===== config.mk =====
export PLATFORM = sky130hd
export DESIGN_NAME = clk_reset_sequencer
export DESIGN_NICKNAME = d
export VERILOG_FILES = /design/src/rtl/clk_reset_sequencer.sv
export SDC_FILE = /design/constraint.sdc
export NUM_CORES = 1
export LEC_CHECK = 0
export CAP_MARGIN = 10
export CORE_ASPECT_RATIO = 2
export CORE_MARGIN = 2
export CORE_UTILIZATION = 50
export DETAILED_ROUTE_END_ITERATION = 16
export PLACE_DENSITY = 0.71
export SLEW_MARGIN = 20
export SYNTH_ARGS = -nofsm -noshare
export SYNTH_HDL_FRONTEND = slang
export SYNTH_SLANG_ARGS = --single-unit

===== constraint.sdc =====
create_clock -name clock -period 4 [get_ports clock]
set_clock_uncertainty 0.15 [all_clocks]
set_input_delay 1 -clock clock [delete_from_list [all_inputs] [get_ports clock]]
set_output_delay 1 -clock clock [all_outputs]
set_load 0.005 [all_outputs]

===== src/rtl/clk_reset_sequencer.sv =====
// PLL lock supervisor and staged domain reset releaser.
// Runs on the free-running reference clock and holds every domain in reset until LOCK is stable.
module clk_reset_sequencer #(
  parameter int unsigned NUM_DOMAINS    = 4,
  parameter int unsigned LOCK_FILTER    = 1024,
  parameter int unsigned STAGGER        = 16,
  parameter int unsigned LOCK_TIMEOUT   = 65536,
  parameter int unsigned PLL_RST_CYCLES = 8
) (
  input  logic                   clock,
  input  logic                   reset,
  input  logic                   pll_locked,
  input  logic                   clear_status,
  output logic                   pll_rst,
  output logic [NUM_DOMAINS-1:0] domain_reset,
  output logic                   all_ready,
  output logic                   lost_lock,
  output logic [7:0]             relock_count
);

  localparam int unsigned MaxA   = (LOCK_FILTER > STAGGER) ? LOCK_FILTER : STAGGER;
  localparam int unsigned MaxB   = (LOCK_TIMEOUT > PLL_RST_CYCLES) ? LOCK_TIMEOUT : PLL_RST_CYCLES;
  localparam int unsigned MaxAll = (MaxA > MaxB) ? MaxA : MaxB;
  localparam int unsigned CntW   = $clog2(MaxAll) + 1;
  localparam int unsigned IdxW   = (NUM_DOMAINS > 1) ? $clog2(NUM_DOMAINS) : 1;

  localparam logic [CntW-1:0] RstLast     = CntW'(PLL_RST_CYCLES - 1);
  localparam logic [CntW-1:0] TimeoutLast = CntW'(LOCK_TIMEOUT - 1);
  localparam logic [CntW-1:0] FilterLast  = CntW'(LOCK_FILTER - 1);
  localparam logic [CntW-1:0] StaggerLast = CntW'(STAGGER - 1);
  localparam logic [IdxW-1:0] IdxLast     = IdxW'(NUM_DOMAINS - 1);

  typedef enum logic [2:0] {
    StPllRst,
    StWaitLock,
    StFilter,
    StRelease,
    StRun
  } stateT;

  stateT                   stateQ, stateD;
  logic [CntW-1:0]         cntQ, cntD;
  logic [IdxW-1:0]         idxQ, idxD;
  logic [1:0]              syncQ;
  logic                    lk;
  logic                    pllRstQ, pllRstD;
  logic [NUM_DOMAINS-1:0]  domainResetQ, domainResetD;
  logic                    allReadyQ, allReadyD;
  logic                    lostLockQ, lostLockD;
  logic [7:0]              relockQ, relockD;
  logic                    relockInc;
  logic                    lostSet;

  assign lk = syncQ[1];

  always_comb begin
    stateD       = stateQ;
    cntD         = cntQ + CntW'(1);
    idxD         = idxQ;
    domainResetD = domainResetQ;
    relockInc    = 1'b0;
    lostSet      = 1'b0;

    unique case (stateQ)
      StPllRst: begin
        if (cntQ == RstLast) begin
          stateD = StWaitLock;
          cntD   = '0;
        end
      end
      StWaitLock: begin
        if (lk) begin
          stateD = StFilter;
          cntD   = '0;
        end else if (cntQ == TimeoutLast) begin
          stateD    = StPllRst;
          cntD      = '0;
          relockInc = 1'b1;
        end
      end
      StFilter: begin
        if (!lk) begin
          stateD = StWaitLock;
          cntD   = '0;
        end else if (cntQ == FilterLast) begin
          stateD          = StRelease;
          cntD            = '0;
          idxD            = '0;
          domainResetD[0] = 1'b0;
        end
      end
      StRelease: begin
        if (!lk) begin
          stateD    = StPllRst;
          cntD      = '0;
          relockInc = 1'b1;
        end else if (idxQ == IdxLast) begin
          stateD       = StRun;
          cntD         = '0;
          domainResetD = '0;
        end else if (cntQ == StaggerLast) begin
          cntD = '0;
          idxD = idxQ + IdxW'(1);
          for (int k = 0; k < NUM_DOMAINS; k++) begin
            if (idxD == IdxW'(k)) domainResetD[k] = 1'b0;
          end
        end
      end
      StRun: begin
        cntD = '0;
        if (!lk) begin
          stateD    = StPllRst;
          relockInc = 1'b1;
          lostSet   = 1'b1;
        end
      end
      default: begin
        stateD = StPllRst;
        cntD   = '0;
      end
    endcase

    // Domains stay fully in reset in every state before the release stagger.
    if (stateD == StPllRst || stateD == StWaitLock || stateD == StFilter) begin
      domainResetD = '1;
    end

    pllRstD   = (stateD == StPllRst);
    allReadyD = (stateD == StRun);

    // A set in the same cycle as a clear wins.
    if (lostSet) begin
      lostLockD = 1'b1;
    end else if (clear_status) begin
      lostLockD = 1'b0;
    end else begin
      lostLockD = lostLockQ;
    end

    relockD = (relockInc && relockQ != 8'hFF) ? relockQ + 8'd1 : relockQ;
  end

  always_ff @(posedge clock or posedge reset) begin
    if (reset) begin
      stateQ       <= StPllRst;
      cntQ         <= '0;
      idxQ         <= '0;
      syncQ        <= 2'b00;
      pllRstQ      <= 1'b1;
      domainResetQ <= '1;
      allReadyQ    <= 1'b0;
      lostLockQ    <= 1'b0;
      relockQ      <= 8'd0;
    end else begin
      stateQ       <= stateD;
      cntQ         <= cntD;
      idxQ         <= idxD;
      syncQ        <= {syncQ[0], pll_locked};
      pllRstQ      <= pllRstD;
      domainResetQ <= domainResetD;
      allReadyQ    <= allReadyD;
      lostLockQ    <= lostLockD;
      relockQ      <= relockD;
    end
  end

  assign pll_rst      = pllRstQ;
  assign domain_reset = domainResetQ;
  assign all_ready    = allReadyQ;
  assign lost_lock    = lostLockQ;
  assign relock_count = relockQ;

endmodule


==> results.yml, run 1 <==
worst_setup_path:
  worst_path_dominant_cell_family: "simple AND/OR/NAND/NOR gates"
  start_kind: "flip-flop"
  worstSetupPathType: "flip-flop to flip-flop"
  cp_num_buf_inv: 1
  crit_start: "cntQ[0]"
  ff2ff_path_depth: 11
  cp-endpoint: "idxQ[1]"
  critPathSlowestCell: "sky130_fd_sc_hd__or4b_2"
  critPathCaptureType: "flip-flop"
  path_depth: 11
  worst-path-max-fanout: 6
  worst_ep_arrival_time_ps: 3350
  r2r_path_end: "idxQ[1]"
  worst-endpoint-required_ps: 4070
  critical_path.cell_chain: "ha_1, inv_1, nor3_1, and3_1, and3_1, ha_1, or4b_2, a31oi_1, a41oi_1, a211oi_1, mux2i_1"
  r2r_slack_ps: 720
  timing.rr.start: "cntQ[0]"
  highest_cell_delay_on_the_worst_timing_path_ps: 640
final_layout:
  finalNetCount: 224
  mostFrequentLayoutCells: "sky130_fd_sc_hd__dfrtp_1, sky130_fd_sc_hd__nor2_1, sky130_fd_sc_hd__clkdlybuf4s50_1"
  antenna-diode-count: 0
  area_delta_synth_final_pct: 17.0
  mostFrequentLayoutCell: "sky130_fd_sc_hd__dfrtp_1"
  layout-drive-gt1-share_pct: 13.6
  filler_cell_count: 345
  stdcell_count: 264
sta:
  period_minus_slack_ps: 3280
  grt_setup_unrepaired: "no"
  totalNegativeSetupSlack_ps: 0
  slew_violations: 0
  timing.max_slew.rel_slack_pct: 62.5
  timing_hold_violations_final: 0
  tightestPinTransition_ps: 558
  maxClockFrequency_mhz: 305
  setup_violators_final: 0
  period_share_pct: 82.0
grt:
  grt_pass1_wl_mm: 6.80
  grt_total_usage_pct: 19.3
  first_global_vias: 1509
  grt_start_max_net_pins: 40
  globalRouteOverflowTotal: 0
  grt_antenna_before_repair: 0
die:
  die-area_sq_um: 4560
  die_h_microns: 93.6
  fp-row-count: 32
  io_pins: 19
  initial_utilization_pct: 52.2
  die_width_microns: 48.8
  core_region_area_sq_um: 3840
synthesis:
  synth_top_area_share_pct: 42.4
  synth_area_sq_um: 2010
  post_synth.cell_area_avg_sq_um: 10.5
  yosys.cell_types.count: 44
  synth_area_leaders: "sky130_fd_sc_hd__dfrtp_1, sky130_fd_sc_hd__dfstp_2, sky130_fd_sc_hd__xnor2_1"
  synthesis.instances: 191
  ys_seq_elements: 39
  synthDominantAreaCellType: "sky130_fd_sc_hd__dfrtp_1"
  ys_seq_area_share_pct: 49.0
  yosys_warnings: 0
  postSynthNetCount: 203
clock_network:
  clkSinkCount: 39
  cts.clk_slew.worst_paths_ps: 80
  clk_root_buffer_cell: "sky130_fd_sc_hd__clkbuf_8"
  cts-htree-levels: 2
  clock_tree_from_tritoncts: "yes"
  max-clock-path-buffers: 2
  number_of_buffers_created_by_cts: 5
  cts.hold.buffers_added: 0
  post-cts-setup-buffer-count: 0
  clkLatencyLatePin_ps: 300
  cts-resized-gates: 0
power_and_ir_drop:
  worst_ir_drop_vdd_v: 0.000373
  power.static_leakage_uw: 0.00102
  power_per_cell_area_nw_per_um2: 462
placement:
  final_weighted_congestion_in_routability_driven_placement: 0.896
  dp.final_hpwl_mm: 2.94
  place_inst: 256
  io_buffers: 18
routing:
  route.antenna.remaining_nets: 0
  route.detailed.vias_per_inst: 5.62
  routed_vias: 1483
  drt_pass1_iterations: 4
  postRouteWirelength_mm: 3.99
  drt-initial-drc-count: 28
  wire_per_inst_microns: 15.1
  drcViolationCount: 0
hold_path:
  min-delay-path-class: "flip-flop to flip-flop"
status:
  outcome: "finished, final reports clean"
job:
  drv.max_cap_violation_count: 0
-- through the flow --
step	cell area, sq um	power (uW)	setup slack [ps]	hold WS, ps	util [%]
3_5_place_dp	2230	750	745	186	58.0
5_1_grt	2350	1140	455	225	61.1
2_1_floorplan	2010	680	1100	181	-
4_1_cts	2350	1090	749	205	61.1
6_report	2350	1080	720	200	61.1
3_3_place_gp	2230	743	839	186	58.0
-- cell families after synthesis --
family,synth area share (%)
xor+xnor,9.61
compound gates,8.55
mux,1.62
fa+ha+maj,4.99
buf+inv,3.81
simple gates,22.5
flops,49.0
-- where the power goes --
part	internal (uW)	switching [uW]	leakage, uW
Sequential	438	54.6	0.000515
Combinational	108	142	0.000446
Clock	202	140	0.0000612
-- layer usage --
layer / track usage [%] / share of wire [%] / vias to the layer above
met1: 19.8 / 39 / 743
met4: 10.5 / 2.8 / 0
met3: 2.88 / 1.9 / 9
met5: 0 / 0 / -
met2: 36.6 / 57 / 16
li1: - / - / 715
-- synthesized netlist by cell type --
library cell and number:
sky130_fd_sc_hd__xnor2_1 14, sky130_fd_sc_hd__mux2_2 2, sky130_fd_sc_hd__o2111ai_1 1, sky130_fd_sc_hd__or4b_1 1
sky130_fd_sc_hd__nor2_1 24, sky130_fd_sc_hd__a31oi_1 1, sky130_fd_sc_hd__a32o_1 1, sky130_fd_sc_hd__and4_1 2
sky130_fd_sc_hd__or4_1 2, sky130_fd_sc_hd__o31ai_2 1, sky130_fd_sc_hd__a21oi_1 2, sky130_fd_sc_hd__a41oi_1 1
sky130_fd_sc_hd__nor4_1 2, sky130_fd_sc_hd__buf_2 1, sky130_fd_sc_hd__dfrtp_1 34, sky130_fd_sc_hd__nand4b_1 3
sky130_fd_sc_hd__nand4_1 9, sky130_fd_sc_hd__or3b_2 1, sky130_fd_sc_hd__or3_1 2, sky130_fd_sc_hd__or4_4 3
sky130_fd_sc_hd__dfstp_2 5, sky130_fd_sc_hd__inv_1 13, sky130_fd_sc_hd__a32oi_1 1, sky130_fd_sc_hd__clkbuf_1 3
sky130_fd_sc_hd__nand2b_1 1, sky130_fd_sc_hd__o21ai_0 5, sky130_fd_sc_hd__or4b_2 1, sky130_fd_sc_hd__a211oi_1 1
sky130_fd_sc_hd__mux2i_1 1, sky130_fd_sc_hd__ha_1 8, sky130_fd_sc_hd__nand4bb_1 1, sky130_fd_sc_hd__or2_2 2
sky130_fd_sc_hd__o22ai_1 1, sky130_fd_sc_hd__nand3_1 5, sky130_fd_sc_hd__buf_6 1, sky130_fd_sc_hd__and3_1 7
sky130_fd_sc_hd__o31ai_4 1, sky130_fd_sc_hd__xor2_1 8, sky130_fd_sc_hd__a41o_2 1, sky130_fd_sc_hd__o221ai_1 1
sky130_fd_sc_hd__nor2b_1 1, sky130_fd_sc_hd__nand2_1 10, sky130_fd_sc_hd__nor3_1 3, sky130_fd_sc_hd__a31o_2 3
-- state kept, by name, summed over array words and instances (netlist names) --
register      count
pll_rst           1
domain_reset      4
idxQ              2
stateQ            3
lost_lock         1
all_ready         1
cntQ             17
syncQ             2
relock_count      8
-- worst min path at each step --
stage | startpoint | endpoint | slack (ps) | depth (start not counted)
finish | syncQ[0] | syncQ[1] | 200 | 0
global placement | syncQ[0] | syncQ[1] | 190 | 0
detailed placement | syncQ[0] | syncQ[1] | 190 | 0
CTS | syncQ[0] | syncQ[1] | 200 | 0
global route | syncQ[0] | syncQ[1] | 220 | 0
floorplan | syncQ[0] | syncQ[1] | 180 | 0
-- layout make-up --
class / instances / area [sq um] / area share (%)
sequential: 39 / 982 / 41.8
multi-input combinational: 134 / 947 / 40.4
timing repair buffer: 19 / 188 / 8.00
clock buffer: 6 / 82.6 / 3.52
tap: 51 / 63.8 / 2.72
inverter: 13 / 48.8 / 2.08
clock inverter: 2 / 35.0 / 1.49
Power figures use the tool's default switching activity.
==> inputs of run 2 (changes only) <==
--- a/config.mk
+++ b/config.mk
@@ -10,7 +10,7 @@
 export CORE_MARGIN = 2
 export CORE_UTILIZATION = 50
 export DETAILED_ROUTE_END_ITERATION = 16
-export PLACE_DENSITY = 0.71
+export PLACE_DENSITY = 0.74
 export SLEW_MARGIN = 20
 export SYNTH_ARGS = -nofsm -noshare
 export SYNTH_HDL_FRONTEND = slang
==> constraint.sdc (replaced) <==
create_clock -name clock -period 2.8 [get_ports clock]
set_clock_uncertainty 0.15 [all_clocks]
set_input_delay 0.7 -clock clock [delete_from_list [all_inputs] [get_ports clock]]
set_output_delay 0.7 -clock clock [all_outputs]
set_load 0.005 [all_outputs]
==> run 2 against run 1 <==
Against the previous run: design area is 6.9% higher; combinational power is 79% higher; wire length rose by 11%; highest routed layer unchanged; utilization rose by 4.2 points; sequential share of layout area shrank 2.7 points; critical path depth decreased by 1.
==> results.yml, run 2 (same netlist as run 1, synthesis figures left out) <==
clock_network:
  clkSinkCount: 39
  cts.hold.buffers_added: 0
  clock_tree_from_tritoncts: "yes"
  clk_root_buffer_cell: "sky130_fd_sc_hd__clkbuf_8"
  cts.clk_slew.worst_paths_ps: 80
  clkLatencyLatePin_ps: 290
  number_of_buffers_created_by_cts: 5
  cts-htree-levels: 2
  max-clock-path-buffers: 2
routing:
  drt_pass1_iterations: 4
  drt-initial-drc-count: 16
  routed_vias: 1585
  postRouteWirelength_mm: 4.41
  wire_per_inst_microns: 15.8
  route.antenna.remaining_nets: 0
  drcViolationCount: 0
  route.detailed.vias_per_inst: 5.68
power_and_ir_drop:
  worst_ir_drop_vdd_v: 0.000581
  power.static_leakage_uw: 0.00110
  power_per_cell_area_nw_per_um2: 645
final_layout:
  finalNetCount: 239
  finalInstanceArea_sq_um: 2510
  mostFrequentLayoutCells: "sky130_fd_sc_hd__dfrtp_1, sky130_fd_sc_hd__nor2_1, sky130_fd_sc_hd__clkdlybuf4s50_1"
  mostFrequentLayoutCell: "sky130_fd_sc_hd__dfrtp_1"
  layout-drive-gt1-share_pct: 22.4
  largest_register: "cntQ"
  antenna-diode-count: 0
  area_delta_synth_final_pct: 25.1
  filler_cell_count: 317
  largest_reg_flops: 17
  final_core_util_pct: 65.3
  stdcell_count: 279
grt:
  grt_total_usage_pct: 21.6
  use_met1_pct: 20.0
  first_global_vias: 1693
  met3_usage_pct: 3.67
  grt_most_used_layer: "met2"
  globalRouteOverflowTotal: 0
  grt_start_max_net_pins: 40
  use_met2_pct: 41.7
  grt_antenna_before_repair: 0
  grt_pass1_wl_mm: 7.53
placement:
  io_buffers: 18
  final_weighted_congestion_in_routability_driven_placement: 0.908
  dp.final_hpwl_mm: 3.36
  place_area_sq_um: 2330
  place_inst: 269
sta:
  period_share_pct: 96.1
  slew_violations: 0
  maxClockFrequency_mhz: 372
  setup_violators_final: 0
  grt_setup_unrepaired: "no"
  period_minus_slack_ps: 2690
  totalNegativeSetupSlack_ps: 0
  timing.max_slew.rel_slack_pct: 61.3
  timing_hold_violations_final: 0
  tightestPinTransition_ps: 575
worst_setup_path:
  worst-path-max-fanout: 8
  start_kind: "flip-flop"
  worstSetupPathType: "flip-flop to flip-flop"
  worst_ep_arrival_time_ps: 2710
  worst-endpoint-required_ps: 2820
  critPathCaptureType: "flip-flop"
die:
  io_pins: 19
  fp-row-count: 32
  initial_utilization_pct: 52.2
  die_width_microns: 48.8
  die_h_microns: 93.6
  die-area_sq_um: 4560
  core_region_area_sq_um: 3840
job:
  drv.max_cap_violation_count: 0
hold_path:
  min-delay-path-class: "flip-flop to flip-flop"
status:
  outcome: "finished, final reports clean"
[run 2: changes by cell type in the layout (fill, tap and decap cells not counted), sizes merged]
cell and delta:
buf +15
[run 2: power by group]
group / internal, uW / switching, uW
registers: 625 / 68.1
logic: 213 / 235
clock network: 288 / 188
total: 1130 / 491
[run 2: critical path, stage by stage (launching register included)]
cell and delay, ps:
sky130_fd_sc_hd__dfrtp_1 360, sky130_fd_sc_hd__ha_2 180, sky130_fd_sc_hd__inv_1 50, sky130_fd_sc_hd__nor3_1 250, sky130_fd_sc_hd__and3_1 230, sky130_fd_sc_hd__and3_4 200
sky130_fd_sc_hd__ha_2 170, sky130_fd_sc_hd__o21ai_0 110, sky130_fd_sc_hd__mux2_2 330, sky130_fd_sc_hd__nor2_4 180, sky130_fd_sc_hd__mux2_2 360
[run 2: area by class of cell]
cell class | instances | area, sq um | area share, %
clock buffer | 6 | 82.6 | 3.29
sequential | 39 | 982 | 39.2
timing repair buffer | 34 | 300 | 12.0
inverter | 13 | 48.8 | 1.95
tap | 51 | 63.8 | 2.54
clock inverter | 2 | 35.0 | 1.40
multi-input combinational | 134 | 996 | 39.7
[run 2: final timing paths]
path	start	endpoint	slack (ps)	cells past startpoint
max in group asynchronous	reset	domain_reset[1]	1460	3
setup / recovery	cntQ[1]	relock_count[1]	110	10
setup reg to reg	cntQ[1]	relock_count[1]	110	10
hold / removal	syncQ[0]	syncQ[1]	200	0
hold reg to reg	syncQ[0]	syncQ[1]	200	0
min in group asynchronous	reset	syncQ[1]	670	3
[run 2: per-stage QoR]
step                hold WS, ps  total power (uW)  worst slack [ps]
detailed placement          186              1110             -90.4
floorplan                   181               976             -36.6
CTS                         204              1620              17.1
finish                      202              1620               110
global route                215              1710              16.4
global placement            187              1090              51.9
[run 2: routing by layer]
metal  routed length (microns)  part of all wire (%)
met5                         0                     0
met4                       201                   4.6
met3                       106                   2.4
met2                      2500                    57
met1                      1610                    36
[run 2: repair_timing]
item,in CTS,in global routing
pin swaps,4,4
endpoints found under the setup margin,6,13
resized for setup,6,2
buffers inserted,1,1
==> inputs of run 3 (changes only) <==
--- a/config.mk
+++ b/config.mk
@@ -8,9 +8,9 @@
 export CAP_MARGIN = 10
 export CORE_ASPECT_RATIO = 2
 export CORE_MARGIN = 2
-export CORE_UTILIZATION = 50
+export CORE_UTILIZATION = 51
 export DETAILED_ROUTE_END_ITERATION = 16
-export PLACE_DENSITY = 0.74
+export PLACE_DENSITY = 0.75
 export SLEW_MARGIN = 20
 export SYNTH_ARGS = -nofsm -noshare
 export SYNTH_HDL_FRONTEND = slang
==> run 3 against run 2 <==
Against the previous run: clock power decreased by 21%; non-clock buffer count increased by 14; wire length increased by 8.9%; worst setup slack got worse by 74 ps; critical path depth decreased by 1; clock-buffer cell count decreased by 1; register-to-register slack got worse by 70 ps; first-iteration DRC count increased to 2.7 times the previous value; combinational power increased by 25%; critical path type unchanged; largest power group unchanged.
==> results.yml, run 3 (same netlist as run 1, synthesis figures left out) <==
sta:
  grt_setup_unrepaired: "yes"
  maxClockFrequency_mhz: 362
  slew_violations: 0
  timing.max_slew.rel_slack_pct: 52.7
  timing_hold_violations_final: 0
  tightestPinTransition_ps: 703
  period_minus_slack_ps: 2760
  totalNegativeSetupSlack_ps: 0
  setup_violators_final: 0
  period_share_pct: 98.7
grt:
  grt_antenna_before_repair: 0
  grt_total_usage_pct: 23.6
  grt_start_max_net_pins: 40
  globalRouteOverflowTotal: 0
  grt_pass1_wl_mm: 8.07
  first_global_vias: 1814
clock_network:
  cts.clk_slew.worst_paths_ps: 80
  clock_tree_from_tritoncts: "yes"
  clkSinkCount: 39
  cts-htree-levels: 2
  max-clock-path-buffers: 2
  number_of_buffers_created_by_cts: 5
  clk_root_buffer_cell: "sky130_fd_sc_hd__clkbuf_8"
  clkLatencyLatePin_ps: 300
routing:
  met3_wirelength_microns: 152
  drt_pass1_iterations: 6
  total_length_of_routed_met2_wires_mm: 2.69
  route.detailed.vias_per_inst: 5.82
  drt-met1-wl_mm: 1.68
  dr.max_layer_used: "met4"
  drt-initial-drc-count: 43
  postRouteWirelength_mm: 4.81
  wire_per_inst_microns: 16.4
  route.antenna.remaining_nets: 0
  routed_vias: 1706
  drcViolationCount: 0
worst_setup_path:
  start_kind: "flip-flop"
  crit_start: "cntQ[11]"
  worstSetupPathType: "flip-flop to flip-flop"
  timing.rr.start: "cntQ[11]"
  worst-path-max-fanout: 3
  critical_path.cell_chain: "and4_2, and3_1, and3_4, ha_2, or4b_4, a31oi_4, a41oi_2, a211oi_2, mux2i_1"
  critPathCaptureType: "flip-flop"
  worst_ep_arrival_time_ps: 2840
  worst-endpoint-required_ps: 2870
  critPathSlowestCell: "sky130_fd_sc_hd__or4b_4"
  worst_path_dominant_cell_family: "simple AND/OR/NAND/NOR gates"
  cp_num_buf_inv: 0
  highest_cell_delay_on_the_worst_timing_path_ps: 540
final_layout:
  final_core_util_pct: 68.2
  layout-drive-gt1-share_pct: 28.5
  largest_register: "cntQ"
  sequential_cell_area_sq_um: 982
  filler_cell_count: 300
  largest_reg_flops: 17
  finalNetCount: 253
  multi_input_area_sq_um: 1000
  antenna-diode-count: 0
  mostFrequentLayoutCell: "sky130_fd_sc_hd__dfrtp_1"
  area_delta_synth_final_pct: 29.3
  mostFrequentLayoutCells: "sky130_fd_sc_hd__dfrtp_1, sky130_fd_sc_hd__buf_4, sky130_fd_sc_hd__nor2_1"
  stdcell_count: 293
power_and_ir_drop:
  worst_ir_drop_vdd_v: 0.000536
  power_per_cell_area_nw_per_um2: 627
  power.static_leakage_uw: 0.00114
  finalPower_uw: 1630
die:
  core_region_area_sq_um: 3800
  initial_utilization_pct: 52.7
  die_h_microns: 92.7
  fp-row-count: 32
  die_width_microns: 48.3
  io_pins: 19
  die-area_sq_um: 4480
placement:
  place_inst: 270
  final_weighted_congestion_in_routability_driven_placement: 0.924
  io_buffers: 18
  dp.final_hpwl_mm: 3.25
status:
  outcome: "finished, final reports clean"
hold_path:
  holdCritStartpoint: "syncQ[0]"
  min-delay-path-class: "flip-flop to flip-flop"
job:
  drv.max_cap_violation_count: 0
[run 3: cell type report]
class / count / area share (%)
repair buffers: 48 / 15.6
clock inverters: 3 / 0.772
well taps: 51 / 2.46
flip-flops and latches: 39 / 37.9
inverters: 13 / 1.88
clock buffers: 5 / 2.65
multi-input cells: 134 / 38.7
[run 3: worst paths after layout]
path                       cells after the start  slack, ps         endpoint
max                                            9         40          idxQ[1]
min                                            0        200         syncQ[1]
max reg2reg                                    9         40          idxQ[1]
min reg2reg                                    0        200         syncQ[1]
max in group asynchronous                      3       1470  domain_reset[0]
min in group asynchronous                      3        670         syncQ[0]
[run 3: worst register-to-register path: stages, from the launching register on]
cell	delay [ps]
sky130_fd_sc_hd__dfrtp_1	390
sky130_fd_sc_hd__and4_2	260
sky130_fd_sc_hd__and3_1	210
sky130_fd_sc_hd__and3_4	190
sky130_fd_sc_hd__ha_2	180
sky130_fd_sc_hd__or4b_4	540
sky130_fd_sc_hd__a31oi_4	180
sky130_fd_sc_hd__a41oi_2	90
sky130_fd_sc_hd__a211oi_2	280
sky130_fd_sc_hd__mux2i_1	230
[run 3: metal layers]
layer	track usage, %	vias up
met5	0	-
met4	19.0	0
met3	5.16	32
met2	43.1	59
met1	21.8	843
li1	-	772
[run 3: what timing repair did]
action	4_1_cts	5_1_grt
endpoints found under the setup margin	7	14
hold buffers	0	0
pin swaps	4	6
hold endpoints to repair	0	0
resized for setup	7	6
setup buffers	14	2
[run 3: metrics by stage]
stage	setup slack [ps]	hold slack (ps)	instance area, sq um
5_1_grt	-46.1	226	2590
3_5_place_dp	-150	187	2340
2_1_floorplan	-36.6	181	2010
3_3_place_gp	46.7	187	2340
4_1_cts	5.51	206	2570
6_report	35.9	202	2590
[run 3: where the power goes]
group,internal [uW],leakage (uW),switching [uW]
clock,173,0.0000402,202
sequential,625,0.000515,67.4
combinational,288,0.000584,272
